===== src/rtl/bcd_xs3_pkg.sv =====
// Shared types and constants for the serial BCD/Excess-3 converter.
// Optional feature macro used by the converter: XS3_NINES_COMP_EN.
package bcd_xs3_pkg;

    typedef enum logic [1:0] {
        IDLE = 2'd0,
        CONV = 2'd1,
        DONE = 2'd2
    } state_t;

    localparam logic       MODE_BCD2XS3  = 1'b0;
    localparam logic       MODE_XS32BCD  = 1'b1;

    localparam logic [3:0] DIGIT_INVALID = 4'hF;
    localparam logic [3:0] BCD_MAX       = 4'd9;
    localparam logic [3:0] XS3_MIN       = 4'd3;
    localparam logic [3:0] XS3_MAX       = 4'd12;
    localparam logic [3:0] XS3_OFFSET    = 4'd3;

endpackage


===== src/rtl/xs3_digit_unit.sv =====
// Combinational single-digit BCD<->XS3 converter with invalid-code detection
// and optional nines'-complement of the result (i_comp).
module xs3_digit_unit
    import bcd_xs3_pkg::*;
(
    input  logic [3:0] i_digit,
    input  logic       i_mode,
    input  logic       i_comp,
    output logic [3:0] o_result,
    output logic       o_err
);

    logic [3:0] w_res;
    logic       w_err;

    // Range-check the digit, convert it, optionally complement, and force 4'hF on bad codes
    always_comb begin
        w_res = '0;
        w_err = 1'b0;
        if (i_mode == MODE_BCD2XS3) begin
            if (i_digit > BCD_MAX) begin
                w_err = 1'b1;
            end else begin
                w_res = i_digit + XS3_OFFSET;
                if (i_comp) begin
                    // XS3 is self-complementing: XS3(9-d) is simply ~XS3(d)
                    w_res = ~w_res;
                end
            end
        end else begin
            if ((i_digit < XS3_MIN) || (i_digit > XS3_MAX)) begin
                w_err = 1'b1;
            end else begin
                w_res = i_digit - XS3_OFFSET;
                if (i_comp) begin
                    w_res = BCD_MAX - w_res;
                end
            end
        end
        if (w_err) begin
            w_res = DIGIT_INVALID;
        end
    end

    assign o_result = w_res;
    assign o_err    = w_err;

endmodule


===== src/rtl/bcd_xs3_serial_conv.sv =====
// Multi-digit BCD/XS3 converter: latches a packed word, converts one digit per
// clock through a shared xs3_digit_unit, then presents the result with valid/ready.
// Define XS3_NINES_COMP_EN to add the in_comp port (nines'-complemented results).
module bcd_xs3_serial_conv
    import bcd_xs3_pkg::*;
#(
    parameter  int N_DIGITS = 4,
    localparam int IDX_W    = (N_DIGITS > 1) ? $clog2(N_DIGITS) : 1
) (
    input  logic                  clk,
    input  logic                  rst_n,
    input  logic                  in_valid,
    output logic                  in_ready,
    input  logic [4*N_DIGITS-1:0] in_data,
    input  logic                  in_mode,
`ifdef XS3_NINES_COMP_EN
    input  logic                  in_comp,
`endif
    output logic                  out_valid,
    input  logic                  out_ready,
    output logic [4*N_DIGITS-1:0] out_data,
    output logic [N_DIGITS-1:0]   out_err,
    output logic                  out_err_any
);

    localparam logic [IDX_W-1:0] LAST_IDX = IDX_W'(N_DIGITS - 1);

    state_t                r_state;
    logic [IDX_W-1:0]      r_idx;
    logic [4*N_DIGITS-1:0] r_data;
    logic                  r_mode;
    logic                  r_comp;
    logic                  r_in_ready;
    logic                  r_out_valid;
    logic [4*N_DIGITS-1:0] r_out_data;
    logic [N_DIGITS-1:0]   r_out_err;
    logic                  r_err_any;

    logic [3:0]            w_digit;
    logic [3:0]            w_res;
    logic                  w_err;
    logic                  w_comp_in;

`ifdef XS3_NINES_COMP_EN
    assign w_comp_in = in_comp;
`else
    assign w_comp_in = 1'b0;
`endif

    assign w_digit = r_data[{r_idx, 2'b00} +: 4];

    xs3_digit_unit u_digit (
        .i_digit  (w_digit),
        .i_mode   (r_mode),
        .i_comp   (r_comp),
        .o_result (w_res),
        .o_err    (w_err)
    );

    // Control FSM: accept a word, walk the digit index, then hold the result until taken
    always_ff @(posedge clk or negedge rst_n) begin
        if (!rst_n) begin
            r_state     <= IDLE;
            r_idx       <= '0;
            r_data      <= '0;
            r_mode      <= MODE_BCD2XS3;
            r_comp      <= 1'b0;
            r_in_ready  <= 1'b1;
            r_out_valid <= 1'b0;
            r_out_data  <= '0;
            r_out_err   <= '0;
            r_err_any   <= 1'b0;
        end else begin
            case (r_state)
                IDLE: begin
                    if (in_valid) begin
                        r_data     <= in_data;
                        r_mode     <= in_mode;
                        r_comp     <= w_comp_in;
                        r_out_data <= '0;
                        r_out_err  <= '0;
                        r_err_any  <= 1'b0;
                        r_idx      <= '0;
                        r_in_ready <= 1'b0;
                        r_state    <= CONV;
                    end
                end
                CONV: begin
                    r_out_data[{r_idx, 2'b00} +: 4] <= w_res;
                    r_out_err[r_idx]                <= w_err;
                    if (r_idx == LAST_IDX) begin
                        r_state <= DONE;
                    end else begin
                        r_idx <= r_idx + 1'b1;
                    end
                end
                DONE: begin
                    // First DONE cycle folds the completed error vector into out_err_any
                    if (!r_out_valid) begin
                        r_out_valid <= 1'b1;
                        r_err_any   <= |r_out_err;
                    end else if (out_ready) begin
                        r_out_valid <= 1'b0;
                        r_in_ready  <= 1'b1;
                        r_idx       <= '0;
                        r_state     <= IDLE;
                    end
                end
                default: begin
                    r_state    <= IDLE;
                    r_in_ready <= 1'b1;
                end
            endcase
        end
    end

    assign in_ready    = r_in_ready;
    assign out_valid   = r_out_valid;
    assign out_data    = r_out_data;
    assign out_err     = r_out_err;
    assign out_err_any = r_err_any;

endmodule


===== config.mk =====
export PLATFORM = sky130hd
export DESIGN_NAME = bcd_xs3_serial_conv
export DESIGN_NICKNAME = d
export VERILOG_FILES = /design/src/rtl/bcd_xs3_pkg.sv /design/src/rtl/xs3_digit_unit.sv /design/src/rtl/bcd_xs3_serial_conv.sv
export SDC_FILE = /design/constraint.sdc
export NUM_CORES = 1
export LEC_CHECK = 0
export CAP_MARGIN = 0
export CELL_PAD_IN_SITES_DETAIL_PLACEMENT = 1
export CELL_PAD_IN_SITES_GLOBAL_PLACEMENT = 2
export CORE_UTILIZATION = 33
export DETAILED_ROUTE_END_ITERATION = 8
export PLACE_DENSITY_LB_ADDON = 0.12
export SLEW_MARGIN = 20
export SYNTH_ARGS = -nofsm -noshare
export SYNTH_HDL_FRONTEND = slang
export SYNTH_SLANG_ARGS = --single-unit

===== constraint.sdc =====
create_clock -name clk -period 2.75 [get_ports clk]
set_input_delay 0.275 -clock clk [delete_from_list [all_inputs] [get_ports clk]]
set_output_delay 0.275 -clock clk [all_outputs]
set_load 0.01 [all_outputs]

==> results of run 1 <==
-- area by class of cell --
cell class | count | area, sq um
clock buffer | 8 | 90.1
fill | 673 | 3610
inverter | 5 | 18.8
multi-input combinational | 131 | 1040
sequential | 44 | 1100
tap | 77 | 96.3
timing repair buffer | 48 | 468
-- path summary, 6_finish.rpt --
| path | to | cells after the start | start | slack [ns] |
|---|---|---|---|---|
| max | out_data[1]$_DFFE_PN0P_ | 8 | r_idx[0]$_DFFE_PN0P_ | 0.39 |
| min | out_err_any$_DFFE_PN0P_ | 2 | rst_n | 0.50 |
| max reg2reg | out_data[1]$_DFFE_PN0P_ | 8 | r_idx[0]$_DFFE_PN0P_ | 0.39 |
| min reg2reg | out_data[13]$_DFFE_PN0P_ | 1 | out_data[13]$_DFFE_PN0P_ | 0.50 |
| max in group asynchronous | r_idx[0]$_DFFE_PN0P_ | 2 | rst_n | 1.84 |
| min in group clk | out_data[13]$_DFFE_PN0P_ | 1 | out_data[13]$_DFFE_PN0P_ | 0.50 |
-- state kept, by name, indices dropped and copies added, names as in the netlist --
| signal | flops |
|---|---|
| in_ready | 1 |
| r_data | 16 |
| out_data | 16 |
| out_valid | 1 |
| r_mode | 1 |
| out_err_any | 1 |
| out_err | 4 |
| r_state | 2 |
| r_idx | 2 |
-- per-stage QoR --
| step | hold slack (ns) | area (sq um) | cells | power (W) | worst slack (ns) |
|---|---|---|---|---|---|
| finish | 0.500 | 2820 | 313 | 0.00367 | 0.391 |
| global route | 0.532 | 2820 | 313 | 0.00395 | 0.185 |
| CTS | 0.174 | 2800 | 312 | 0.00373 | 0.371 |
| global placement | 0.478 | 2710 | 304 | 0.00319 | 0.436 |
| detailed placement | 0.490 | 2710 | 304 | 0.00329 | 0.384 |
| floorplan | -0.0206 | 2210 | 187 | 0.00258 | 0.347 |
-- kinds of logic (layout without fill, tap and decap cells) --
| family | count (synthesis) | in the layout |
|---|---|---|
| multiplexers | 22 | 22 |
| AND/OR/NAND/NOR | 45 | 45 |
| AO/OA/AOI/OAI | 55 | 55 |
| flip-flops | 44 | 44 |
| XOR/XNOR | 2 | 2 |
| adder cells (fa/ha/maj) | 7 | 7 |
| buffers and inverters | 12 | 61 |
-- layer usage --
metal  track usage (%)  share of wire [%]
met5                 0                  0
met4              4.70                1.2
met3              4.65                3.9
met2              28.4                 51
met1              19.4                 44
-- power by group --
| part | switching (W) | leakage, nW | internal [W] |
|---|---|---|---|
| sequential | 0.000237 | 0.559 | 0.000931 |
| clock | 0.000214 | 0.0455 | 0.000205 |
| combinational | 0.00108 | 0.585 | 0.00101 |
| total | 0.00153 | 1.19 | 0.00215 |
-- critical path: cells and delay by family (launching register included) --
kind / cells / cell delay [ns]
flip-flops: 1 / 0.43
AND/OR/NAND/NOR: 2 / 0.25
buffers and inverters: 2 / 0.25
AO/OA/AOI/OAI: 2 / 0.47
adder cells (fa/ha/maj): 1 / 0.17
multiplexers: 1 / 0.67
-- placed cells by master (no fill, tap or decap), drive strengths merged, types with 7 or more instances in the layout --
cell | synthesis | final
dfrtp | 43 | 43
mux2 | 17 | 17
nor2 | 10 | 10
clkbuf | 3 | 8
o21ai | 18 | 18
a22o | 8 | 8
nand2 | 15 | 15
ha | 7 | 7
clkdlybuf4s50 | 0 | 42
==> impl_metrics.yaml, run 1 <==
run_status:
  status: "complete, but fails checks"
  violations: "design-rule violations"
floorplanning:
  dieArea_sq_um: 7040
  fp-row-count: 29
  die_height_um: 83.9
  initial_core_util_pct: 34.5
  io_pins: 44
  coreArea_sq_um: 6420
  die_x_um: 83.9
clock_tree:
  cts_setup_buffers: 0
  postCtsHoldBufs: 0
  cts.sinks: 44
  ctsResizeCount: 0
  numCtsBuffers: 5
  clock_latency_ns: 0.30
  clockBufferDepth: 2
  clk_pin_slew_ns: 0.08
  tritoncts: "done"
  cts_root_buf: "clkbuf_8"
  cts_max_level: 2
sta:
  rsz0062_at_grt: "no"
  setup_viol_count_final: 0
  finalCritPeriodShare_pct: 85.8
  relSlewSlack_pct: 58.2
  hold_viol: 0
  min_period_ns: 2.36
  fmax_mhz: 424
  final-max-slew-violation-count: 0
  worstMarginPinSlew_ns: 0.622
  tns_ns: 0
  skew_ns: 0.00598
setup_path:
  cp_cell_sequence: "mux4_1, inv_1, ha_1, buf_4, nor2_1, o21ai_0, nand3b_1, a32o_1"
  worst_setup_path_start_kind: "flip-flop"
  worst-setup-path-type: "reg2reg"
  crit_arrival_ns: 2.54
  cp_data_required_time_ns: 2.93
  slowest_stage: "mux4_1"
  cp_max_fo: 5
  slowest_delay_ns: 0.67
  end_kind: "flip-flop"
yosys:
  yosysWarnings: 0
  yosys.area_share.simple_pct: 10.7
  yosysMostFrequentCell: "dfrtp_1"
  synth_flop_cell: "dfrtp_1"
  synthAdderAreaFrac_pct: 3.96
  yosys.area.top_type: "dfrtp_1"
  synthXorXnorAreaFrac_pct: 0.791
  synth_edf_count: 0
  syn_area_per_cell_sq_um: 11.8
  seq_area_frac_synth_pct: 49.8
  synth-compound-area-share_pct: 18.0
  ys_async_sr_fraction_pct: 100
  synth_top_cells_by_count: "dfrtp_1, mux2_2, nand2_1, o21ai_0, nor2_1"
  ys_types: 45
  synth_mux_area_share_pct: 13.5
  yosys-top-cells-area: "dfrtp_1, mux2_2, ha_1"
  syn-cell-area_sq_um: 2210
  synth_cells: 187
  synth_top_family_by_area: "compound AO/OA/AOI/OAI gates"
  syn-num-nets: 215
  ys_seq_elements: 44
  yosys.area.top_type_share_pct: 48.6
global_route:
  antenna_found_initial: 0
  gr-usage-all-layers_pct: 16.3
  overflow: 0
  grt_pass1_wl_um: 8790
  grt_pass1_vias: 1744
  grt_max_degree: 45
routing:
  first_pass_iters: 6
  via_per_inst: 5.30
  ant_nets: 0
  wl_per_cell_um: 16.9
  drt_iter0_drc: 33
  drc: 8
  vias: 1660
  routed_wl_um: 5300
pwr:
  p_leak_nw: 1.19
  p_per_area_nw_per_um2: 1300
  ir_drop_mv: 0.448
final_layout:
  antennaDiodeCount: 0
  area_delta_synth_final_pct: 27.2
  fin_util_pct: 43.9
  final_layout_size_suffix_gt1_share_pct: 16.9
  nets: 263
min_path:
  holdCritPathClass: "in2async"
place:
  port_buffers: 43
  dp_hpwl_um: 4050
  gp_congestion: 0.774
flow_run:
  maxCapViolCount: 0
Power figures use the tool's default switching activity.
==> inputs of run 2 (changes only) <==
ABC_AREA = 1   (was unset)
CORE_UTILIZATION = 29   (was 33)
==> run 2 against run 1 <==
The flow finishes with violations (negative hold slack). Design area up 1.7%. Via count up 18%. Worst setup slack better by 0.11 ns. Largest cell class unchanged. Highest routed layer unchanged. First-iteration DRC count up 33%.
==> impl_metrics.yaml, run 2 <==
run_status:
  status: "complete, but fails checks"
  violations: "negative hold slack"
routing:
  drt_iter0_drc: 44
  via_per_inst: 4.54
  first_pass_iters: 2
  drc: 0
  ant_nets: 0
  routed_wl_um: 5700
  vias: 1955
  wl_per_cell_um: 13.2
yosys:
  yosysWarnings: 0
  ys_seq_elements: 44
  yosys.area.top_type_share_pct: 47.6
  synth_flop_cell: "dfrtp_1"
  yosys.area.top_type: "dfrtp_1"
  synth_edf_count: 0
  syn_area_per_cell_sq_um: 7.90
  synth_cells: 286
  yosys-top-cells-area: "dfrtp_1, nand2_1, ha_1"
  ys_async_sr_fraction_pct: 100
  ys_types: 31
  syn-num-nets: 314
  seq_area_frac_synth_pct: 48.8
  yosysMostFrequentCell: "nand2_1"
  syn-cell-area_sq_um: 2260
  synth_top_cells_by_count: "nand2_1, dfrtp_1, inv_1"
clock_tree:
  cts_setup_buffers: 0
  cts.sinks: 44
  cts_root_buf: "clkbuf_8"
  clockBufferDepth: 2
  tritoncts: "done"
  cts_max_level: 2
  numCtsBuffers: 5
  postCtsHoldBufs: 0
  clock_latency_ns: 0.30
  ctsResizeCount: 0
  clk_pin_slew_ns: 0.08
sta:
  tns_ns: 0
  skew_ns: 0.00679
  whs_ns: -0.0302
  min_period_ns: 2.25
  fmax_mhz: 444
  setup_viol_count_final: 0
  final-max-slew-violation-count: 0
  finalCritPeriodShare_pct: 81.9
  rsz0062_at_grt: "no"
  relSlewSlack_pct: 58.6
  worstMarginPinSlew_ns: 0.618
  hold_viol: 43
  setup_ws_ns: 0.497
setup_path:
  startpoint: "r_idx[0]$_DFFE_PN0P_"
  worst-setup-path-type: "reg2reg"
  crit_arrival_ns: 2.49
  r2r_end: "out_data[4]$_DFFE_PN0P_"
  r2r_slack_ns: 0.50
  r2r-start: "r_idx[0]$_DFFE_PN0P_"
  cp_max_fo: 14
  cp_data_required_time_ns: 2.99
  worst_setup_path_start_kind: "flip-flop"
  end_kind: "flip-flop"
  reg2regPathDepth: 15
floorplanning:
  die_height_um: 90.3
  fp-row-count: 31
  initial_core_util_pct: 30.5
  die_x_um: 90.3
  dieArea_sq_um: 8150
  coreArea_sq_um: 7410
  io_pins: 44
place:
  port_buffers: 43
  gp_congestion: 0.785
  post-place-ws_ns: 0.468
  dp_hpwl_um: 4320
final_layout:
  antennaDiodeCount: 0
  layout_common_cells: "nand2_1, dfrtp_1, clkdlybuf4s50_1"
  final_common_cell: "nand2_1"
  nets: 359
  fin_util_pct: 38.7
  final_layout_size_suffix_gt1_share_pct: 9.34
  area_delta_synth_final_pct: 26.7
global_route:
  gr-usage-all-layers_pct: 15.4
  grt_max_degree: 45
  grt_pass1_wl_um: 10000
  overflow: 0
  grt_pass1_vias: 2050
  antenna_found_initial: 0
pwr:
  total_power_w: 0.00347
  ir_drop_mv: 0.358
  p_per_area_nw_per_um2: 1210
  p_leak_nw: 1.46
flow_run:
  maxCapViolCount: 0
min_path:
  holdCritPathClass: "in2async"
-- run 2: cell types whose count changed in the layout (fill, tap and decap cells not counted), moves of 7 or more --
cell / previous run / this run
a22o_1: 8 / 0
inv_1: 5 / 19
mux2_2: 17 / 0
nand2_1: 15 / 134
nand3_1: 0 / 15
nand4_1: 0 / 7
o21ai_0: 15 / 7
-- run 2: area by class of cell --
class	count	area, sq um
inverter	22	85.1
fill	904	4540
clock buffer	7	76.3
multi-input combinational	212	1020
timing repair buffer	46	450
sequential	44	1100
clock inverter	1	5.00
tap	99	124
-- run 2: stage by stage --
stage | cells | hold slack [ns] | cell area [sq um]
final | 431 | -0.0302 | 2860
after global routing | 431 | 0.0137 | 2860
after global placement | 423 | 0.468 | 2780
after floorplan | 286 | -0.0206 | 2260
after CTS | 431 | 0.176 | 2860
after detailed placement | 423 | 0.476 | 2780
-- run 2: cells by family after synthesis --
family                   Yosys count  synth area share [%]
AO/OA/AOI/OAI                     17                  5.15
XOR/XNOR                           1                 0.388
adder cells (fa/ha/maj)            7                  3.88
buffers and inverters             30                  6.04
flip-flops                        44                  48.8
AND/OR/NAND/NOR                  187                  35.8
-- run 2: per-layer routing --
layer	vias up	track usage, %	part of all wire, %
li1	993	-	-
met1	922	19.1	47
met2	34	27.5	50
met3	6	2.86	2.4
met4	0	3.63	1.1
met5	-	0	0
-- run 2: worst max-delay path by stage --
stage                         endpoint  slack (ns)  cells after the start
2_1_floorplan  out_data[4]$_DFFE_PN0P_        0.78                     17
3_3_place_gp   out_data[4]$_DFFE_PN0P_        0.52                     15
3_5_place_dp   out_data[4]$_DFFE_PN0P_        0.47                     15
4_1_cts        out_data[4]$_DFFE_PN0P_        0.43                     15
5_1_grt        out_data[4]$_DFFE_PN0P_        0.24                     15
6_report       out_data[4]$_DFFE_PN0P_        0.50                     15
-- run 2: where the power goes --
| part | switching (W) | total, W | internal (W) |
|---|---|---|---|
| Sequential | 0.000185 | 0.00109 | 0.000906 |
| Clock | 0.000217 | 0.000396 | 0.000179 |
| Combinational | 0.00124 | 0.00198 | 0.000745 |
-- run 2: worst max-delay path, stage by stage (launching register included) --
cell,delay [ns]
dfrtp_1,0.55
inv_4,0.14
nand2_1,0.09
nand3_1,0.06
nand2_1,0.12
inv_1,0.10
ha_1,0.20
nor2_1,0.11
nor2_2,0.07
o21bai_2,0.17
o21ai_4,0.14
nand2_2,0.09
nand2_2,0.07
nor2_2,0.13
nand2_1,0.08
nand2_1,0.06
